### config.mk
export PLATFORM = sky130hd
export DESIGN_NAME = alu_exec_unit
export DESIGN_NICKNAME = d
export VERILOG_FILES = /design/src/rtl/alu_exec_unit.sv
export SDC_FILE = /design/constraint.sdc
export NUM_CORES = 1
export LEC_CHECK = 0
export ABC_AREA = 1
export ABC_CLOCK_PERIOD_IN_PS = 2390
export CAP_MARGIN = 10
export CORE_MARGIN = 2
export CORE_UTILIZATION = 60
export CTS_BUF_LIST = sky130_fd_sc_hd__clkbuf_16
export DETAILED_ROUTE_END_ITERATION = 12
export PLACE_DENSITY = 0.83
export SLEW_MARGIN = 25
export SYNTH_ARGS = -nofsm -noshare
export SYNTH_HDL_FRONTEND = slang
export SYNTH_SLANG_ARGS = --single-unit
### constraint.sdc
create_clock -name clk -period 2.39 [get_ports clk]
set_input_delay 0.239 -clock clk [delete_from_list [all_inputs] [get_ports clk]]
set_output_delay 0.239 -clock clk [all_outputs]
set_load 0.05 [all_outputs]
### src/rtl/alu_exec_unit.sv
// ALU execute stage: one-cycle logic/arith ops, iterative 1-bit/cycle shifts,
// registered result plus compare flags, valid/ready handshake on both sides.
// Ports: clk, reset_n (async, active low); in_valid/in_ready, alu_operation,
//   operand_a, operand_b (request side); out_valid/out_ready, result, zero,
//   lt_signed, lt_unsigned, illegal_op (result side).
module alu_exec_unit #(
    parameter int DATA_W  = 32,
    parameter int SHAMT_W = 5
) (
    input  logic              clk,
    input  logic              reset_n,
    input  logic              in_valid,
    output logic              in_ready,
    input  logic [3:0]        alu_operation,
    input  logic [DATA_W-1:0] operand_a,
    input  logic [DATA_W-1:0] operand_b,
    output logic              out_valid,
    input  logic              out_ready,
    output logic [DATA_W-1:0] result,
    output logic              zero,
    output logic              lt_signed,
    output logic              lt_unsigned,
    output logic              illegal_op
);

    typedef enum logic [1:0] {IDLE, SHIFT, DONE} state_e;

    localparam logic [3:0] OP_ADD  = 4'b0000;
    localparam logic [3:0] OP_SUB  = 4'b0001;
    localparam logic [3:0] OP_AND  = 4'b0010;
    localparam logic [3:0] OP_OR   = 4'b0011;
    localparam logic [3:0] OP_XOR  = 4'b0100;
    localparam logic [3:0] OP_SLL  = 4'b0101;
    localparam logic [3:0] OP_SLT  = 4'b0110;
    localparam logic [3:0] OP_SLTU = 4'b0111;
    localparam logic [3:0] OP_SRL  = 4'b1000;
    localparam logic [3:0] OP_SRA  = 4'b1001;
    localparam logic [3:0] OP_BCU  = 4'b1010;

    state_e              state_q, state_d;
    logic [DATA_W-1:0]   acc_q, acc_d;
    logic [SHAMT_W-1:0]  cnt_q, cnt_d;
    logic [3:0]          op_q, op_d;
    logic [DATA_W-1:0]   result_q, result_d;
    logic                zero_q, zero_d;
    logic                lts_q, lts_d;
    logic                ltu_q, ltu_d;
    logic                ill_q, ill_d;

    logic                lts_c, ltu_c, ill_c, is_shift_c;
    logic [SHAMT_W-1:0]  shamt_c;
    logic [DATA_W-1:0]   res_c, acc_step;

    assign lts_c   = $signed(operand_a) < $signed(operand_b);
    assign ltu_c   = operand_a < operand_b;
    assign shamt_c = operand_b[SHAMT_W-1:0];
    assign is_shift_c = (alu_operation == OP_SLL) ||
                        (alu_operation == OP_SRL) ||
                        (alu_operation == OP_SRA);

    // Single-cycle result; shifts by zero pass operand_a straight through.
    always_comb begin
        res_c = '0;
        ill_c = 1'b0;
        case (alu_operation)
            OP_ADD:  res_c = operand_a + operand_b;
            OP_SUB:  res_c = operand_a - operand_b;
            OP_AND:  res_c = operand_a & operand_b;
            OP_OR:   res_c = operand_a | operand_b;
            OP_XOR:  res_c = operand_a ^ operand_b;
            OP_SLL:  res_c = operand_a;
            OP_SLT:  res_c = {{(DATA_W-1){1'b0}}, lts_c};
            OP_SLTU: res_c = {{(DATA_W-1){1'b0}}, ltu_c};
            OP_SRL:  res_c = operand_a;
            OP_SRA:  res_c = operand_a;
            OP_BCU:  res_c = operand_a - operand_b;
            default: ill_c = 1'b1;
        endcase
    end

    // One-bit shift of the accumulator, direction/fill from the latched code.
    always_comb begin
        acc_step = acc_q;
        case (op_q)
            OP_SLL:  acc_step = {acc_q[DATA_W-2:0], 1'b0};
            OP_SRL:  acc_step = {1'b0, acc_q[DATA_W-1:1]};
            OP_SRA:  acc_step = {acc_q[DATA_W-1], acc_q[DATA_W-1:1]};
            default: acc_step = acc_q;
        endcase
    end

    always_comb begin
        state_d  = state_q;
        acc_d    = acc_q;
        cnt_d    = cnt_q;
        op_d     = op_q;
        result_d = result_q;
        zero_d   = zero_q;
        lts_d    = lts_q;
        ltu_d    = ltu_q;
        ill_d    = ill_q;
        case (state_q)
            IDLE: begin
                if (in_valid) begin
                    op_d  = alu_operation;
                    lts_d = lts_c;
                    ltu_d = ltu_c;
                    ill_d = ill_c;
                    if (is_shift_c && (shamt_c != '0)) begin
                        acc_d   = operand_a;
                        cnt_d   = shamt_c;
                        state_d = SHIFT;
                    end else begin
                        result_d = res_c;
                        zero_d   = (res_c == '0);
                        state_d  = DONE;
                    end
                end
            end
            SHIFT: begin
                acc_d = acc_step;
                cnt_d = cnt_q - 1'b1;
                if (cnt_q == SHAMT_W'(1)) begin
                    result_d = acc_step;
                    zero_d   = (acc_step == '0);
                    state_d  = DONE;
                end
            end
            DONE: begin
                if (out_ready) begin
                    state_d = IDLE;
                end
            end
            default: state_d = IDLE;
        endcase
    end

    always_ff @(posedge clk or negedge reset_n) begin
        if (!reset_n) begin
            state_q  <= IDLE;
            acc_q    <= '0;
            cnt_q    <= '0;
            op_q     <= '0;
            result_q <= '0;
            zero_q   <= 1'b0;
            lts_q    <= 1'b0;
            ltu_q    <= 1'b0;
            ill_q    <= 1'b0;
        end else begin
            state_q  <= state_d;
            acc_q    <= acc_d;
            cnt_q    <= cnt_d;
            op_q     <= op_d;
            result_q <= result_d;
            zero_q   <= zero_d;
            lts_q    <= lts_d;
            ltu_q    <= ltu_d;
            ill_q    <= ill_d;
        end
    end

    assign in_ready    = (state_q == IDLE);
    assign out_valid   = (state_q == DONE);
    assign result      = result_q;
    assign zero        = zero_q;
    assign lt_signed   = lts_q;
    assign lt_unsigned = ltu_q;
    assign illegal_op  = ill_q;

endmodule

==> results of run 1 <==
[layer usage]
layer | GRT usage (%) | GRT overflow
met2 | 101 | 148
met3 | 75.5 | 3
met5 | 41.6 | 1
met1 | 87.2 | 7
met4 | 93.2 | 104
[timing repair]
action                                  CTS
resized for setup                       213
endpoints found under the setup margin   47
pin swaps                                48
hold endpoints to repair                 18
hold buffers                              1
buffers inserted                         19
[cells by family after synthesis]
group | synth area share, %
adder cells (fa/ha/maj) | 12.7
AND/OR/NAND/NOR | 38.4
AO/OA/AOI/OAI | 16.4
flip-flops | 18.3
buffers and inverters | 14.0
XOR/XNOR | 0.243
[through the flow]
step,cell area (sq um),hold slack (ns),setup WS (ns)
after floorplan,10800,-0.0566,0.218
after global placement,14800,0.133,-0.713
after detailed placement,14800,0.134,-0.811
after CTS,16000,0.318,-0.0592
==> flow_summary.toml, run 1 <==
[global_routing]
grt.total_usage_pct = 88.2
pin_count_of_the_biggest_net_entering_global_routing = 62
grt_remaining_overflow = 263

[placement]
numPortBuffers = 109
dpl.hpwl_mm = 37.3
place_congestion = 1.16
placedCellCount = 2500

[status]
outcome = "stopped before the end"
flow.first_error = "[ERROR GRT-0232] Routing congestion too high. Check the congestion heatmap in the GUI."
last_stage_reached = "global routing"

[yosys]
synth.largest_area_cell = "sky130_fd_sc_hd__nand2_1"
syn_inst = 1865
synth-edff-count = 0
synth_warnings = 0
synth_flop_cell = "sky130_fd_sc_hd__dfrtp_1"
synth_async_sr_flop_share_pct = 100
synth-seq-area-share_pct = 18.3
mappedNetlistArea_sq_um = 10800
mappedNetlistNets = 2046
yosysUniqueCellTypes = 45
synth.ff_latch_count = 79
syn_area_per_cell_sq_um = 5.81
synth_common_cells = "sky130_fd_sc_hd__nand2_1 (556), sky130_fd_sc_hd__inv_1 (309), sky130_fd_sc_hd__nor2_1 (221), sky130_fd_sc_hd__nand3_1 (172), sky130_fd_sc_hd__ha_1 (107)"
synth.top_cells.by_area = "sky130_fd_sc_hd__nand2_1 (19%), sky130_fd_sc_hd__dfrtp_1 (18%), sky130_fd_sc_hd__ha_1 (12%), sky130_fd_sc_hd__inv_1 (11%), sky130_fd_sc_hd__nand3_1 (7.9%)"
synth_top_cell_area_share_pct = 19.3
synthMostInstantiatedCell = "sky130_fd_sc_hd__nand2_1"

[floorplan]
top_level_ports = 110
die_w_um = 138
row_count = 49
die_height_um = 138
initial_utilization_pct = 60.7

[cts]
ctsLongestPathBuffers = 2
h-tree-depth = 3
cts.sink_count = 79
cts_buf_count = 9
clock_tree.root_cell = "sky130_fd_sc_hd__clkbuf_16"

[timing]
worst_endpoint_kind = "register data pin"
grt_repair_worst_endpoint = "zero$_DFFE_PN0P_/D"
==> inputs of run 2 (changes only) <==
--- a/config.mk
+++ b/config.mk
@@ -9,10 +9,9 @@
 export ABC_CLOCK_PERIOD_IN_PS = 2390
 export CAP_MARGIN = 10
 export CORE_MARGIN = 2
-export CORE_UTILIZATION = 60
-export CTS_BUF_LIST = sky130_fd_sc_hd__clkbuf_16
+export CORE_UTILIZATION = 40
 export DETAILED_ROUTE_END_ITERATION = 12
-export PLACE_DENSITY = 0.83
+export PLACE_DENSITY_LB_ADDON = 0.15
 export SLEW_MARGIN = 25
 export SYNTH_ARGS = -nofsm -noshare
 export SYNTH_HDL_FRONTEND = slang
==> run 2 against run 1 <==
Compared with the run above: the flow now finishes without violations; area after synthesis unchanged; synthesized cell count unchanged.
==> flow_summary.toml, run 2 <==
[critical_path]
timing.critical_path.to_type = "flop"
critPathSlowestCell = "sky130_fd_sc_hd__dlygate4sd2_1"
most_used_cell_along_the_critical_path = "sky130_fd_sc_hd__nand2_1"
critical_path_peak_fanout = 17
cp_cell_instances = "dlygate4sd2_1 > nor2_2 > nand2_2 > inv_4 > buf_4 > nand2_1 > o21ai_0 > a211oi_1 > nand2_2 > nor2_1 > nand2_1 > nor2_2 > nand3_2 > nor2_1 > nand2_1 > a21oi_2"
critical-path-top-delay-family = "simple AND/OR/NAND/NOR gates"
critical-path-max-stage-delay_ns = 0.42
worst-path-buf-inv = 3
setup.reg_to_reg.worst_slack_ns = 0.05
required_ns = 2.67
crit_arrival_ns = 2.65
cp-start-kind = "primary input"
cp_class = "primary input to flop"

[layout]
multiInputGateArea_sq_um = 9350
layout_common_cells = "sky130_fd_sc_hd__buf_4 (445), sky130_fd_sc_hd__nand2_1 (437), sky130_fd_sc_hd__inv_1 (223)"
area_growth_pct = 68.3
filler_cell_count = 2381
final_area_sq_um = 18200
layout.area.seq_sq_um = 1980
final_common_cell = "sky130_fd_sc_hd__buf_4"
antenna-diode-count = 0
final_core_util_pct = 68.0
finish.cell_count_without_fillers = 2747
nets = 2582
drive_above_1_share_pct = 41.8

[global_routing]
grt_pass1_vias = 14200
grt.total_usage_pct = 36.5
pin_count_of_the_biggest_net_entering_global_routing = 63
grt_first_pass_wirelength_mm = 79.7
grt_remaining_overflow = 0
number_of_antenna_violations_at_the_first_check_in_global_routing = 0

[detailed_routing]
drt-total-wl_mm = 54.5
avgRoutedWirePerCell_um = 19.9
drt_first_pass_iters = 5
via_count = 15100
postRouteAntennaNets = 0
drt_initial_violations = 1544
drc_errors = 0
route.detailed.vias_per_inst = 5.51

[job]
maxCapViolations = 0

[cts]
cts.sink_count = 79
ctsLongestPathBuffers = 2
cts.reportedPaths.clkPinSlew_ns = 0.06
tritoncts = "yes"
cts_buf_count = 9
clock_tree.root_cell = "sky130_fd_sc_hd__clkbuf_16"
h-tree-depth = 3
clock_latency_ns = 0.34

[yosys]
synthMostInstantiatedCell = "sky130_fd_sc_hd__nand2_1"
yosysUniqueCellTypes = 45
synth_top_cell_area_share_pct = 19.3
syn_area_per_cell_sq_um = 5.81
synth.top_cells.by_area = "sky130_fd_sc_hd__nand2_1 (19%), sky130_fd_sc_hd__dfrtp_1 (18%), sky130_fd_sc_hd__ha_1 (12%), sky130_fd_sc_hd__inv_1 (11%), sky130_fd_sc_hd__nand3_1 (7.9%)"
synth_flop_cell = "sky130_fd_sc_hd__dfrtp_1"
syn_inst = 1865
synth-seq-area-share_pct = 18.3
mappedNetlistArea_sq_um = 10800
synth_common_cells = "sky130_fd_sc_hd__nand2_1 (556), sky130_fd_sc_hd__inv_1 (309), sky130_fd_sc_hd__nor2_1 (221), sky130_fd_sc_hd__nand3_1 (172), sky130_fd_sc_hd__ha_1 (107)"
mappedNetlistNets = 2046
synth_warnings = 0
synth_async_sr_flop_share_pct = 100
synth-edff-count = 0
synth.ff_latch_count = 79
synth.largest_area_cell = "sky130_fd_sc_hd__nand2_1"

[floorplan]
core_region_area_sq_um = 26800
dieArea_sq_um = 28400
initial_utilization_pct = 40.4
die_height_um = 169
top_level_ports = 110
die_w_um = 169
row_count = 60

[timing]
fin_crit_ns = 2.37
tightestPinTransition_ns = 0.576
max_freq_mhz = 422
final-max-slew-violation-count = 0
tns_ns = 0
worst_clock_skew_ns = 0.00526
final-setup-viol-count = 0
final_min_period_over_clock_period_pct = 99.2
hold_violations = 0
slew_headroom_pct = 61.6

[pwr]
vdd_ir_drop_max_mv = 0.445
power_density_nw_per_um2 = 646
power.static_leakage_nw = 9.44

[worst_hold_path]
hold_class = "primary input to flop"

[placement]
place_congestion = 1.04
numPortBuffers = 109
placedCellCount = 2680
dpl.hpwl_mm = 43.0
placedInstanceArea_sq_um = 15400

[status]
outcome = "completed"
run 2: cell counts after synthesis:
Identical to the previous run, type by type.
run 2: worst register-to-register path, cell delays in order, from the launching register on:
cell and delay, ns:
sky130_fd_sc_hd__dfrtp_1 0.40, sky130_fd_sc_hd__nor2_1 0.13, sky130_fd_sc_hd__nand2_1 0.11, sky130_fd_sc_hd__inv_4 0.15, sky130_fd_sc_hd__nor2_4 0.06, sky130_fd_sc_hd__clkbuf_16 0.18, sky130_fd_sc_hd__nand2_1 0.07, sky130_fd_sc_hd__nand3_1 0.11
sky130_fd_sc_hd__nor4_2 0.40, sky130_fd_sc_hd__buf_4 0.17, sky130_fd_sc_hd__nand4_1 0.15, sky130_fd_sc_hd__nor2_1 0.13, sky130_fd_sc_hd__nor2_1 0.08, sky130_fd_sc_hd__a21oi_2 0.12
run 2: worst paths after layout:
| check | from | cells past startpoint | end |
|---|---|---|---|
| hold reg to reg | result[14] | 2 | result[14] |
| setup reg to reg | op_q[1] | 13 | zero |
| hold / removal | operand_a[0] | 3 | acc_q[0] |
| setup / recovery | alu_operation[2] | 16 | zero |
| min in group asynchronous | reset_n | 2 | cnt_q[0] |
| max in group asynchronous | reset_n | 3 | result[29] |
run 2: layout make-up:
type	instances	share of cell area [%]
Multi-Input combinational cell	1403	51.3
Timing Repair Buffer	592	27.3
Sequential cell	79	10.8
Inverter	316	6.67
Tap cell	341	2.34
Clock buffer	11	1.39
Clock inverter	5	0.179
run 2: routing by layer:
metal,global-route usage [%],share of wire [%]
met1,51.6,43
met2,58.3,44
met3,4.30,9.5
met4,11.2,3.5
met5,0,0
run 2: repair_timing:
action,4_1_cts,5_1_grt
cloned,0,2
gates resized for setup,339,383
pin swaps,67,148
hold buffers,1,0
hold endpoints to repair,40,0
setup endpoints to repair,56,57
setup buffers,16,32
run 2: kinds of logic (layout without fill, tap and decap cells):
group           count (synthesis)  after routing  synth area share (%)
compound gates                282            282                  16.4
xor+xnor                        3              3                 0.243
fa+ha+maj                     109            109                  12.7
buf+inv                       383            924                  14.0
flops                          79             79                  18.3
simple gates                 1009           1009                  38.4
run 2: power breakdown:
part           switching, W  leakage, nW  internal [W]
Clock              0.000562        0.134      0.000756
Combinational       0.00493         8.36       0.00308
Sequential         0.000442        0.953       0.00199
run 2: metrics by stage:
stage	setup slack, ns	hold WS, ns	power (W)
after floorplan	0.218	-0.0566	0.00654
after global placement	-0.962	0.267	0.00937
after detailed placement	-0.929	0.268	0.00947
after CTS	-0.0706	0.367	0.0111
after global routing	-0.0641	0.232	0.0124
final	0.0195	0.207	0.0118
Note: power is estimated with default switching activity, not from simulation.
